**src/rtl/lsu_byte_lane.sv**
```systemverilog
// Load/store unit: splits byte/half/word requests into four independently addressed byte lanes.
// Latency: store/error response one cycle after accept, load response two cycles after accept.
// Backpressure: accepts only in IDLE (req_ready); the response is an unstalled one-cycle pulse.
module lsu_byte_lane (
  input  logic        i_clk,
  input  logic        i_reset,
  input  logic        i_req_valid,
  output logic        o_req_ready,
  input  logic        i_req_we,
  input  logic [2:0]  i_req_funct3,
  input  logic [31:0] i_req_addr,
  input  logic [31:0] i_req_wdata,
  output logic        o_rsp_valid,
  output logic [31:0] o_rsp_rdata,
  output logic        o_rsp_err,
  output logic [9:0]  o_addr_0,
  output logic [9:0]  o_addr_1,
  output logic [9:0]  o_addr_2,
  output logic [9:0]  o_addr_3,
  output logic [7:0]  o_data_0,
  output logic [7:0]  o_data_1,
  output logic [7:0]  o_data_2,
  output logic [7:0]  o_data_3,
  output logic        o_we_0,
  output logic        o_we_1,
  output logic        o_we_2,
  output logic        o_we_3,
  input  logic [31:0] i_mem_rdata
);

  typedef enum logic [1:0] {IDLE, RD_WAIT, RESP} state_t;

  state_t      state_q, state_d;
  logic        accept;
  logic        f3_legal;
  logic        req_err;
  logic [2:0]  size;

  logic [1:0]  lane_k    [4];
  logic [8:0]  lane_word [4];
  logic [3:0]  lane_use;
  logic [9:0]  lane_idx  [4];
  logic [3:0]  lane_we;
  logic [7:0]  lane_dat  [4];

  logic [9:0]  addr_q    [4];
  logic [2:0]  f3_q;
  logic [1:0]  off_q;
  logic        err_q;
  logic [31:0] rdata_q;
  logic [7:0]  rd_byte   [4];
  logic [31:0] load_data;

  // Reset wins over a same-cycle request so nothing is written while reset is high.
  assign o_req_ready = (state_q == IDLE);
  assign accept      = i_req_valid && (state_q == IDLE) && !i_reset;

  // Decode access size and legality.
  always_comb begin
    f3_legal = 1'b0;
    size     = 3'd1;
    case (i_req_funct3)
      3'b000, 3'b100: begin f3_legal = 1'b1; size = 3'd1; end
      3'b001, 3'b101: begin f3_legal = 1'b1; size = 3'd2; end
      3'b010:         begin f3_legal = 1'b1; size = 3'd4; end
      default:        begin f3_legal = 1'b0; size = 3'd1; end
    endcase
    req_err = !f3_legal || (i_req_addr[31:11] != 21'd0);
  end

  // Per-lane byte number, word index and write strobe. A lane below the start
  // offset holds a byte that spilled into the next word (wrapping at 512 words).
  always_comb begin
    for (int l = 0; l < 4; l++) begin
      lane_k[l]    = 2'(l) - i_req_addr[1:0];
      lane_use[l]  = ({1'b0, lane_k[l]} < size);
      lane_word[l] = lane_use[l]
                   ? i_req_addr[10:2] + {8'd0, (2'(l) < i_req_addr[1:0])}
                   : i_req_addr[10:2];
      lane_idx[l]  = {lane_word[l], (l >= 2)};
      lane_we[l]   = accept && i_req_we && !req_err && lane_use[l];
      lane_dat[l]  = lane_we[l] ? i_req_wdata[{lane_k[l], 3'b000} +: 8] : 8'd0;
    end
  end

  assign o_addr_0 = i_reset ? 10'd0 : (accept ? lane_idx[0] : addr_q[0]);
  assign o_addr_1 = i_reset ? 10'd0 : (accept ? lane_idx[1] : addr_q[1]);
  assign o_addr_2 = i_reset ? 10'd0 : (accept ? lane_idx[2] : addr_q[2]);
  assign o_addr_3 = i_reset ? 10'd0 : (accept ? lane_idx[3] : addr_q[3]);
  assign o_we_0   = lane_we[0];
  assign o_we_1   = lane_we[1];
  assign o_we_2   = lane_we[2];
  assign o_we_3   = lane_we[3];
  assign o_data_0 = lane_dat[0];
  assign o_data_1 = lane_dat[1];
  assign o_data_2 = lane_dat[2];
  assign o_data_3 = lane_dat[3];

  // Gather access bytes from their lanes, then sign/zero-extend by size.
  always_comb begin
    for (int k = 0; k < 4; k++) begin
      rd_byte[k] = i_mem_rdata[{(off_q + 2'(k)), 3'b000} +: 8];
    end
    case (f3_q)
      3'b000:  load_data = {{24{rd_byte[0][7]}}, rd_byte[0]};
      3'b001:  load_data = {{16{rd_byte[1][7]}}, rd_byte[1], rd_byte[0]};
      3'b010:  load_data = {rd_byte[3], rd_byte[2], rd_byte[1], rd_byte[0]};
      3'b100:  load_data = {24'd0, rd_byte[0]};
      3'b101:  load_data = {16'd0, rd_byte[1], rd_byte[0]};
      default: load_data = 32'd0;
    endcase
  end

  // State register.
  always_ff @(posedge i_clk) begin
    if (i_reset) state_q <= IDLE;
    else         state_q <= state_d;
  end

  // Next state: loads wait one cycle for the RAM; stores and errors respond directly.
  always_comb begin
    state_d = state_q;
    case (state_q)
      IDLE:    if (accept) state_d = (i_req_we || req_err) ? RESP : RD_WAIT;
      RD_WAIT: state_d = RESP;
      RESP:    state_d = IDLE;
      default: state_d = IDLE;
    endcase
  end

  // Capture request context on accept and the extended load data in RD_WAIT.
  always_ff @(posedge i_clk) begin
    if (i_reset) begin
      for (int l = 0; l < 4; l++) addr_q[l] <= 10'd0;
      f3_q    <= 3'd0;
      off_q   <= 2'd0;
      err_q   <= 1'b0;
      rdata_q <= 32'd0;
    end else if (accept) begin
      for (int l = 0; l < 4; l++) addr_q[l] <= lane_idx[l];
      f3_q    <= i_req_funct3;
      off_q   <= i_req_addr[1:0];
      err_q   <= req_err;
      rdata_q <= 32'd0;
    end else if (state_q == RD_WAIT) begin
      rdata_q <= load_data;
    end
  end

  assign o_rsp_valid = (state_q == RESP);
  assign o_rsp_err   = err_q && (state_q == RESP);
  assign o_rsp_rdata = rdata_q;

endmodule

```
**config.mk**
```make
export PLATFORM = sky130hd
export DESIGN_NAME = lsu_byte_lane
export DESIGN_NICKNAME = d
export VERILOG_FILES = /design/src/rtl/lsu_byte_lane.sv
export SDC_FILE = /design/constraint.sdc
export NUM_CORES = 1
export LEC_CHECK = 0
export ABC_AREA = 0
export CORE_MARGIN = 1.5
export CORE_UTILIZATION = 45
export CTS_CLUSTER_SIZE = 16
export DETAILED_ROUTE_END_ITERATION = 10
export MAX_ROUTING_LAYER = met4
export PLACE_DENSITY = 0.89
export REMOVE_ABC_BUFFERS = 1
export SETUP_SLACK_MARGIN = 0.02
export SLEW_MARGIN = 20
export SYNTH_ARGS = -nofsm -noshare
export SYNTH_HDL_FRONTEND = slang
export SYNTH_SLANG_ARGS = --single-unit
```
**constraint.sdc**
```tcl
create_clock -name i_clk -period 7.1 [get_ports i_clk]
set_input_delay 1.42 -clock i_clk [delete_from_list [all_inputs] [get_ports i_clk]]
set_output_delay 1.42 -clock i_clk [all_outputs]
set_load 0.05 [all_outputs]
```
* Word-level counts from Yosys, hierarchy flattened
Memory sizes are Yosys's and may differ from the RTL's.
Cells that the tools add are included.
** Storage, ports and cells
- Bits in writable memories :: 40
- Flip-flop bits (word level) :: 40
- Input bits :: 103
- Word-level logic and storage cells :: 100
- Output and inout port bits :: 111
- Memories kept :: 1
** Operators by class
- Shifts and indexed selects :: 8
- Eq/ne operators :: 11
- Bitwise logic cells :: 4
- $lt $le $gt $ge :: 8
- Reduce and logical (&&, ||, !) cells :: 21
- Mux-type cells :: 31
- Add/sub/neg operators :: 11
** Memories
- addr_q :: depth 4, width 10, rd ports 4, clocked after memory_dff 0, wr ports 4, line 46 : logic [9:0] addr_q [4];
** Operator list (number)
- variable part select 32 x 6 -> 8 bit :: 8
- one-hot mux 32 bit (5 select lines) :: 1
- two-way mux 10 bit :: 12
- adder 9 x 1 -> 9 bit :: 4
- two-way mux 9 bit :: 4
- two-way mux 8 bit :: 4
- nonzero test 21 bit :: 1
- == test 3 bit, second input constant :: 4
- less-than comparator 2 x 3 -> 1 bit :: 4
- logical AND 1 bit :: 9
- == test 3 x 1 -> 1 bit, second input constant :: 2
- == test 3 x 2 -> 1 bit, second input constant :: 2
- zero test 3 bit :: 2
- two-way mux 1 bit :: 6
- one-hot mux 3 bit (2 select lines) :: 1
- OR reduction 5 bit :: 1
- adder 2 bit, second input constant :: 2
- less-than comparator 1 x 2 -> 1 bit, first input constant :: 2
- less-than comparator 2 bit, first input constant :: 2
- two-way mux 2 bit :: 2
- bitwise OR 1 bit :: 4
- one-hot mux 2 bit (2 select lines) :: 1
- OR reduction 2 bit :: 2
- subtractor 1 x 2 -> 2 bit, first input constant :: 2
- other kinds (8) :: 12

* Logic depth before layout (Yosys ltp)
Gate-level depths: netlist of run 1.
- Depth after elaboration :: 9
- Mapped depth :: 13
- Gate-level depth less buffers :: 9

* Worst setup path before layout of run 1
OpenSTA, ideal clock, no wires.
- Path kind :: input port to output port
- From :: input port i_req_addr[1]
- To :: output port o_addr_2[1]
- Path slack :: 0.446 ns
- Arrival :: 5.234 ns
- Stages on the path :: 12
- Cell sequence :: clkbuf_1 > clkbuf_1 > inv_1 > ha_1 > clkbuf_1 > clkbuf_1 > inv_1 > ha_1 > or2_2 > a21oi_1 > o21ai_0 > a31oi_1
** On the way
- Longest elaborated chain between the ends :: 5
- Elaborated cells on any way between the ends :: 7
- Those cells by class :: add/sub: 2; order compare: 2; mux: 3
** Ends and longest elaborated chain
- from (decl) :: line 11 : input logic [31:0] i_req_addr,
- less-than comparator 2 bit or subtractor 2 bit (tied branches) :: line 78, 75
- adder 9 x 1 -> 9 bit or less-than comparator 2 x 3 -> 1 bit (tied branches) :: line 78, 76
- two-way mux 9 bit (*) :: line 78 : ? i_req_addr[10:2] + {8'd0, (2'(l) < i_req_addr[1:0])}
- two-way mux 10 bit (*) (2 in series) :: line 88 : assign o_addr_2 = i_reset ? 10'd0 : (accept ? lane_idx[2] : addr_q[2]);
- to (decl) :: line 18 : output logic [9:0] o_addr_2,
Mark *: on every way between the ends. The rest lies on a longest branch, timed or not.

* Worst setup path in the final report of run 1
- From :: input port i_req_funct3[0]
- To :: output port o_addr_1[1]
** On the way
- Longest elaborated chain between the ends :: 7
- Elaborated cells on any way between the ends :: 9
- Those cells by class :: order compare: 1; eq/ne: 3; mux: 4; reduce/logical: 1
** Ends and longest elaborated chain
- from (decl) :: line 10 : input logic [2:0] i_req_funct3,
- == test 3 x 1 -> 1 bit or == test 3 bit (tied branches) :: line 62 : case (i_req_funct3)
- OR reduction 2 bit
- one-hot mux 3 bit (2 select lines) (*) :: line 62
- less-than comparator 2 x 3 -> 1 bit (*) :: line 76 : lane_use[l] = ({1'b0, lane_k[l]} < size);
- two-way mux 9 bit (*) :: line 78
- two-way mux 10 bit (*) (2 in series) :: line 87 : assign o_addr_1 = i_reset ? 10'd0 : (accept ? lane_idx[1] : addr_q[1]);
- to (decl) :: line 17 : output logic [9:0] o_addr_1,
Marked as above.

==> results.sh, run 1 <==
export IMPL_die_h_um=123
export IMPL_grt_max_degree=35
export IMPL_ir_drop_mv=0.118
export IMPL_synth_seq_cells=78
export IMPL_numCtsBuffers=9
export IMPL_maxCapViolCount=0
export IMPL_synth_avg_cell_area_um2=9.46
export IMPL_drt_iter0_drc=694
export IMPL_drv_slew=0
export IMPL_stdcell_count=1050
export IMPL_clk_pin_slew_ps=60
export IMPL_rr_worst_depth=5
export IMPL_synth_ff_type="dfxtp_1"
export IMPL_ioPinCount=214
export IMPL_drive_above_1_share_pct=14.9
export IMPL_wire_per_inst_um=20.7
export IMPL_grt_total_usage_pct=29.7
export IMPL_period_share_pct=85.9
export IMPL_tns_ps=0
export IMPL_netlist_instances=685
export IMPL_r2r_end="addr_q[2][6]"
export IMPL_critPathCapture="o_addr_1[1]"
export IMPL_syn_area_um2=6480
export IMPL_hold_viol=0
export IMPL_post_route_drc_count=0
export IMPL_worstSetupPathType="input port to output pin"
export IMPL_start_util_pct=46.3
export IMPL_max_slew_margin_pct=37.0
export IMPL_arrival_ps=4680
export IMPL_gp_congestion=0.980
export IMPL_antenna_found_initial=0
export IMPL_place_port_buffers=211
export IMPL_hpwl_um=16200
export IMPL_fp_row_count=43
export IMPL_die_x_um=123
export IMPL_rsz0062_at_grt="no"
export IMPL_routed_wl_um=21700
export IMPL_yosys_warnings=0
export IMPL_finalNetCount=980
export IMPL_die_area_um2=15100
export IMPL_cts_setup_buffers=0
export IMPL_core_um2=14000
export IMPL_gr_total_overflow=0
export IMPL_cp_startpoint="i_req_funct3[0]"
export IMPL_clockBufferDepth=2
export IMPL_power_density_nw_per_um2=156
export IMPL_synth_distinct_cells=51
export IMPL_rrSetupSlack_ps=4000
export IMPL_synthArstFlopShare_pct=0
export IMPL_status="finished clean"
export IMPL_ctsResizeCount=0
export IMPL_synth_edf_count=37
export IMPL_grt_pass1_wl_um=34000
export IMPL_insertion_delay_ps=340
export IMPL_grt_pass1_vias=6439
export IMPL_dp_cells=1034
export IMPL_cts_tree="yes"
export IMPL_end_kind="output pin"
export IMPL_cts_root_buf="clkbuf_16"
export IMPL_h_tree_depth=3
export IMPL_hold_class="register to register"
export IMPL_worstMarginPinSlew_ps=944
export IMPL_clock_skew_ps=4.19
export IMPL_crit_fanout=16
export IMPL_hold_buffers=0
export IMPL_final_antenna_net_count=0
export IMPL_fmax_mhz=164
export IMPL_vias=6682
export IMPL_ys_seq_area_share_pct=29.8
export IMPL_diodes=0
export IMPL_syn_to_final_growth_pct=43.0
export IMPL_cts_sinks=78
export IMPL_setup_viol=0
export IMPL_required_ps=5680
export IMPL_vias_per_cell=6.36
export IMPL_final_min_clock_period_ps=6100
export IMPL_r2r_start="state_q[0]"
export IMPL_hold_slack_ps=452
export IMPL_leakage_uw=0.00327
export IMPL_first_pass_iters=6
export IMPL_start_kind="input port"
-- layer usage --
layer  global-route usage [%]  up-vias  part of all wire, %
met5                        -        -                    0
met4                     11.8        0                  3.6
met3                     4.61       61                  8.4
met2                     46.8      401                   48
met1                     38.4     3204                   40
li1                         -     3016                    -
-- flip-flops by register name (all words and copies together), names as in the netlist --
signal and flops:
addr_q 38, err_q 1, f3_q 3, o_rsp_rdata 32, off_q 2, state_q 2
-- worst min-delay path by stage --
stage / startpoint / slack [ps] / end / depth (start not counted)
floorplan: addr_q[2][0] / 430 / addr_q[2][0] / 2
global placement: addr_q[2][0] / 440 / addr_q[2][0] / 2
detailed placement: addr_q[2][0] / 450 / addr_q[2][0] / 2
CTS: o_rsp_rdata[11] / 460 / o_rsp_rdata[11] / 2
global route: o_rsp_rdata[13] / 470 / o_rsp_rdata[13] / 2
finish: o_rsp_rdata[11] / 450 / o_rsp_rdata[11] / 2
-- critical path, stage by stage --
cell and delay (ps):
clkdlybuf4s50_1 450, buf_4 200, nand2b_1 150, ha_1 270, nand2b_1 200, a21oi_1 490, o21ai_0 220, a31oi_1 380
clkdlybuf4s50_1 890
-- cells in the final DEF (no fill, tap or decap), drive strengths merged, types with 24 or more instances in the layout --
cell / count
nand3: 38
nand2b: 24
o21ai: 43
clkdlybuf4s50: 174
mux2i: 45
nor2b: 41
nand2: 44
a21oi: 54
dfxtp: 41
edfxtp: 37
buf: 50
mux4: 41
-- cell families (layout without fill, tap and decap cells) --
| family | after synthesis | count (layout) | share of synthesized area [%] |
|---|---|---|---|
| AOI/OAI and AO/OA | 220 | 220 | 23.6 |
| adders and majority gates | 12 | 12 | 2.32 |
| buffers and inverters | 71 | 255 | 4.89 |
| DFF | 78 | 78 | 29.8 |
| muxes | 86 | 86 | 21.2 |
| other | 1 | 2 | 0.0579 |
| and+or+nand+nor | 217 | 217 | 18.1 |
-- per-stage QoR --
stage / total power (uW) / util [%] / instance area, um2 / setup slack (ps)
floorplan: 760 / - / 6220 / 1070
global placement: 945 / 63.9 / 8940 / 1090
detailed placement: 952 / 64.0 / 8950 / 1070
CTS: 1440 / 66.2 / 9270 / 1050
global route: 1490 / 66.2 / 9270 / 758
finish: 1440 / 66.2 / 9270 / 1000
-- report_power, final --
group | leakage (uW) | total, uW | internal [uW] | switching [uW]
combinational | 0.00238 | 445 | 195 | 250
sequential | 0.000734 | 503 | 493 | 10.6
clock | 0.000159 | 495 | 286 | 209
total | 0.00327 | 1440 | 974 | 470
-- cell usage after synthesis, drive strengths merged, types with 2 or more instances --
| master | count | area, um2 |
|---|---|---|
| o311ai | 2 | 17.5 |
| and2 | 8 | 52.6 |
| nand3 | 38 | 190 |
| o2111ai | 7 | 131 |
| o22ai | 16 | 100 |
| edfxtp | 37 | 1110 |
| nand2 | 44 | 165 |
| clkbuf | 33 | 124 |
| nand4 | 2 | 12.5 |
| nor4 | 8 | 50.1 |
| dfxtp | 41 | 821 |
| nor3b | 2 | 15.0 |
| a21o | 21 | 158 |
| nand2b | 24 | 150 |
| mux4 | 41 | 923 |
| a221o | 16 | 165 |
| buf | 23 | 136 |
| nor2 | 23 | 86.3 |
| mux2i | 45 | 450 |
| or3b | 2 | 17.5 |
| o21ai | 43 | 215 |
| and4 | 3 | 26.3 |
| inv | 14 | 52.6 |
| or2 | 9 | 56.3 |
| ha | 12 | 150 |
| nor2b | 41 | 257 |
| nor3 | 6 | 30.0 |
| a211o | 6 | 52.6 |
| o211ai | 9 | 67.6 |
| a31oi | 19 | 119 |
| a21oi | 54 | 270 |
| a32oi | 13 | 114 |
| and3 | 5 | 31.3 |
| a21boi | 11 | 82.6 |
-- final cells by class --
type / count / area, um2
flip-flops and latches: 78 / 1930
repair buffers: 224 / 2490
multi-input cells: 537 / 4240
inverters: 15 / 56.3
clock inverters: 5 / 42.5
well taps: 180 / 225
clock buffers: 11 / 275
fillers: 1076 / 4720
Power figures use the tool's default switching activity.
==> run 2: changes to the inputs <==
Settings changed: CORE_ASPECT_RATIO set to 0.9, CTS_CLUSTER_DIAMETER set to 80.
==> run 2 against run 1 <==
Global-route usage shrank 0.35 points. Clock power shrank 6.3%. Register-to-register slack lost 160 ps. Worst setup slack lost 46 ps. Fmax shrank 0.75%. Combinational power shrank 0.9%. Total power shrank 2.2%. Critical path depth shrank 2. Wire length shrank 0.66%. Critical path type unchanged. Largest power group unchanged. Highest routed layer unchanged.
==> results.sh, run 2 (synthesis results as in run 1) <==
export IMPL_wire_per_inst_um=20.3
export IMPL_p_sw_share_pct=31.7
export IMPL_fin_util_pct=65.9
export IMPL_final_min_clock_period_ps=6140
export IMPL_h_tree_depth=3
export IMPL_status="finished clean"
export IMPL_max_stage_delay_ps=830
export IMPL_critPathMostFrequentCell="clkdlybuf4s50_1"
export IMPL_post_route_drc_count=0
export IMPL_p_sw_uw=447
export IMPL_cts_setup_buffers=0
export IMPL_end_kind="output pin"
export IMPL_crit_slowest_cell="clkdlybuf4s50_1"
export IMPL_vias_per_cell=6.25
export IMPL_period_share_pct=86.5
export IMPL_clock_skew_ps=9.57
export IMPL_fp_row_count=41
export IMPL_antenna_found_initial=0
export IMPL_crit_fanout=19
export IMPL_max_flop_register="addr_q"
export IMPL_first_pass_iters=5
export IMPL_p_int_uw=965
export IMPL_finalNetCount=980
export IMPL_worstMarginPinSlew_ps=1100
export IMPL_required_ps=5680
export IMPL_ioPinCount=214
export IMPL_cp_num_buf_inv=3
export IMPL_numCtsBuffers=9
export IMPL_die_h_um=117
export IMPL_hold_viol=0
export IMPL_clk_pin_slew_ps=60
export IMPL_core_um2=14100
export IMPL_cts_root_buf="clkbuf_16"
export IMPL_fmax_mhz=163
export IMPL_routed_wl_um=21500
export IMPL_die_area_um2=15100
export IMPL_final_common_cell="clkdlybuf4s50_1"
export IMPL_rsz0062_at_grt="no"
export IMPL_gr_total_overflow=0
export IMPL_stdcell_count=1062
export IMPL_cts_sinks=78
export IMPL_ctsResizeCount=0
export IMPL_leakage_uw=0.00326
export IMPL_setup_viol=0
export IMPL_drive_above_1_share_pct=14.7
export IMPL_hold_buffers=0
export IMPL_arrival_ps=4720
export IMPL_grt_max_degree=45
export IMPL_start_util_pct=46.1
export IMPL_vias=6636
export IMPL_gp_congestion=1.01
export IMPL_power_frac_comb_pct=31.3
export IMPL_power_density_nw_per_um2=152
export IMPL_fin_area_um2=9260
export IMPL_hold_class="register to register"
export IMPL_insertion_delay_ps=350
export IMPL_drv_slew=0
export IMPL_grt_total_usage_pct=29.3
export IMPL_drt_iter0_drc=642
export IMPL_largest_register_ff_count=38
export IMPL_max_slew_margin_pct=25.9
export IMPL_clockBufferDepth=2
export IMPL_final_cell_mix="174 x clkdlybuf4s50_1, 53 x a21oi_1, 45 x mux2i_1"
export IMPL_clkPwrFrac_pct=32.9
export IMPL_maxCapViolCount=0
export IMPL_cts_tree="yes"
export IMPL_diodes=0
export IMPL_dp_cells=1047
export IMPL_grt_pass1_vias=6319
export IMPL_grt_pass1_wl_um=33400
export IMPL_syn_to_final_growth_pct=42.9
export IMPL_seq_power_share_pct=35.9
export IMPL_dpl_cell_area_um2=8960
export IMPL_start_kind="input port"
export IMPL_tns_ps=0
export IMPL_hpwl_um=15700
export IMPL_worstSetupPathType="input port to output pin"
export IMPL_ir_drop_mv=0.148
export IMPL_die_x_um=129
export IMPL_crit_chain="clkdlybuf4s50_1 -> or4b_1 -> inv_2 -> and2_4 -> o2111ai_4 -> nor2b_1 -> clkdlybuf4s50_1"
export IMPL_place_port_buffers=211
export IMPL_path_delay_family="buffers and inverters"
export IMPL_final_antenna_net_count=0
## run 2: cell count changes in the layout (fill, tap and decap cells not counted)
cell / delta
inv_6: -3
clkbuf_8: +2
inv_4: +2
clkbuf_1: +1
clkbuf_16: -1
clkinv_2: -1
inv_8: -1
## run 2: path summary, 6_finish.rpt
kind | start | end | slack (ps) | cells after the start
setup / recovery | i_req_valid | o_data_1[3] | 960 | 7
setup reg to reg | state_q[0] | addr_q[0][4] | 3840 | 5
hold reg to reg | o_rsp_rdata[12] | o_rsp_rdata[12] | 460 | 2
hold / removal | o_rsp_rdata[12] | o_rsp_rdata[12] | 460 | 2
## run 2: through the flow
stage	hold slack, ps	total power [uW]	setup WS, ps
after floorplan	427	760	1070
after global placement	437	943	1060
after detailed placement	445	950	1010
after CTS	460	1410	989
after global routing	475	1460	783
final	458	1410	958
## run 2: cell type report
cell class | instances | area (um2)
fill | 1126 | 4800
multi-input combinational | 537 | 4240
timing repair buffer | 224 | 2490
sequential | 78 | 1930
clock buffer | 13 | 282
tap | 193 | 241
inverter | 15 | 56.3
clock inverter | 2 | 12.5
## run 2: power groups by stage
stage               sequential, uW  clock [uW]  combinational (uW)
floorplan                      514           0                 246
global placement               514           0                 428
detailed placement             516           0                 434
CTS                            506         468                 437
global route                   509         483                 467
finish                         506         464                 441
## run 2: worst min-delay path, cell delays in order (launching register included)
cell	delay [ps]
dfxtp_1	310
nand2_1	50
a21oi_1	50
## run 2: routing by layer
| layer | track usage [%] | share of wire (%) |
|---|---|---|
| met5 | - | 0 |
| met1 | 37.8 | 41 |
| met3 | 6.00 | 9.8 |
| met2 | 45.7 | 47 |
| met4 | 11.3 | 2.7 |
==> run 3: changes to the inputs <==
Settings changed: SKIP_CTS_REPAIR_TIMING set to 1, SLEW_MARGIN 20 to 10.
==> results of run 3 <==
Final layout, timing and power as in run 2 (identical DEF).
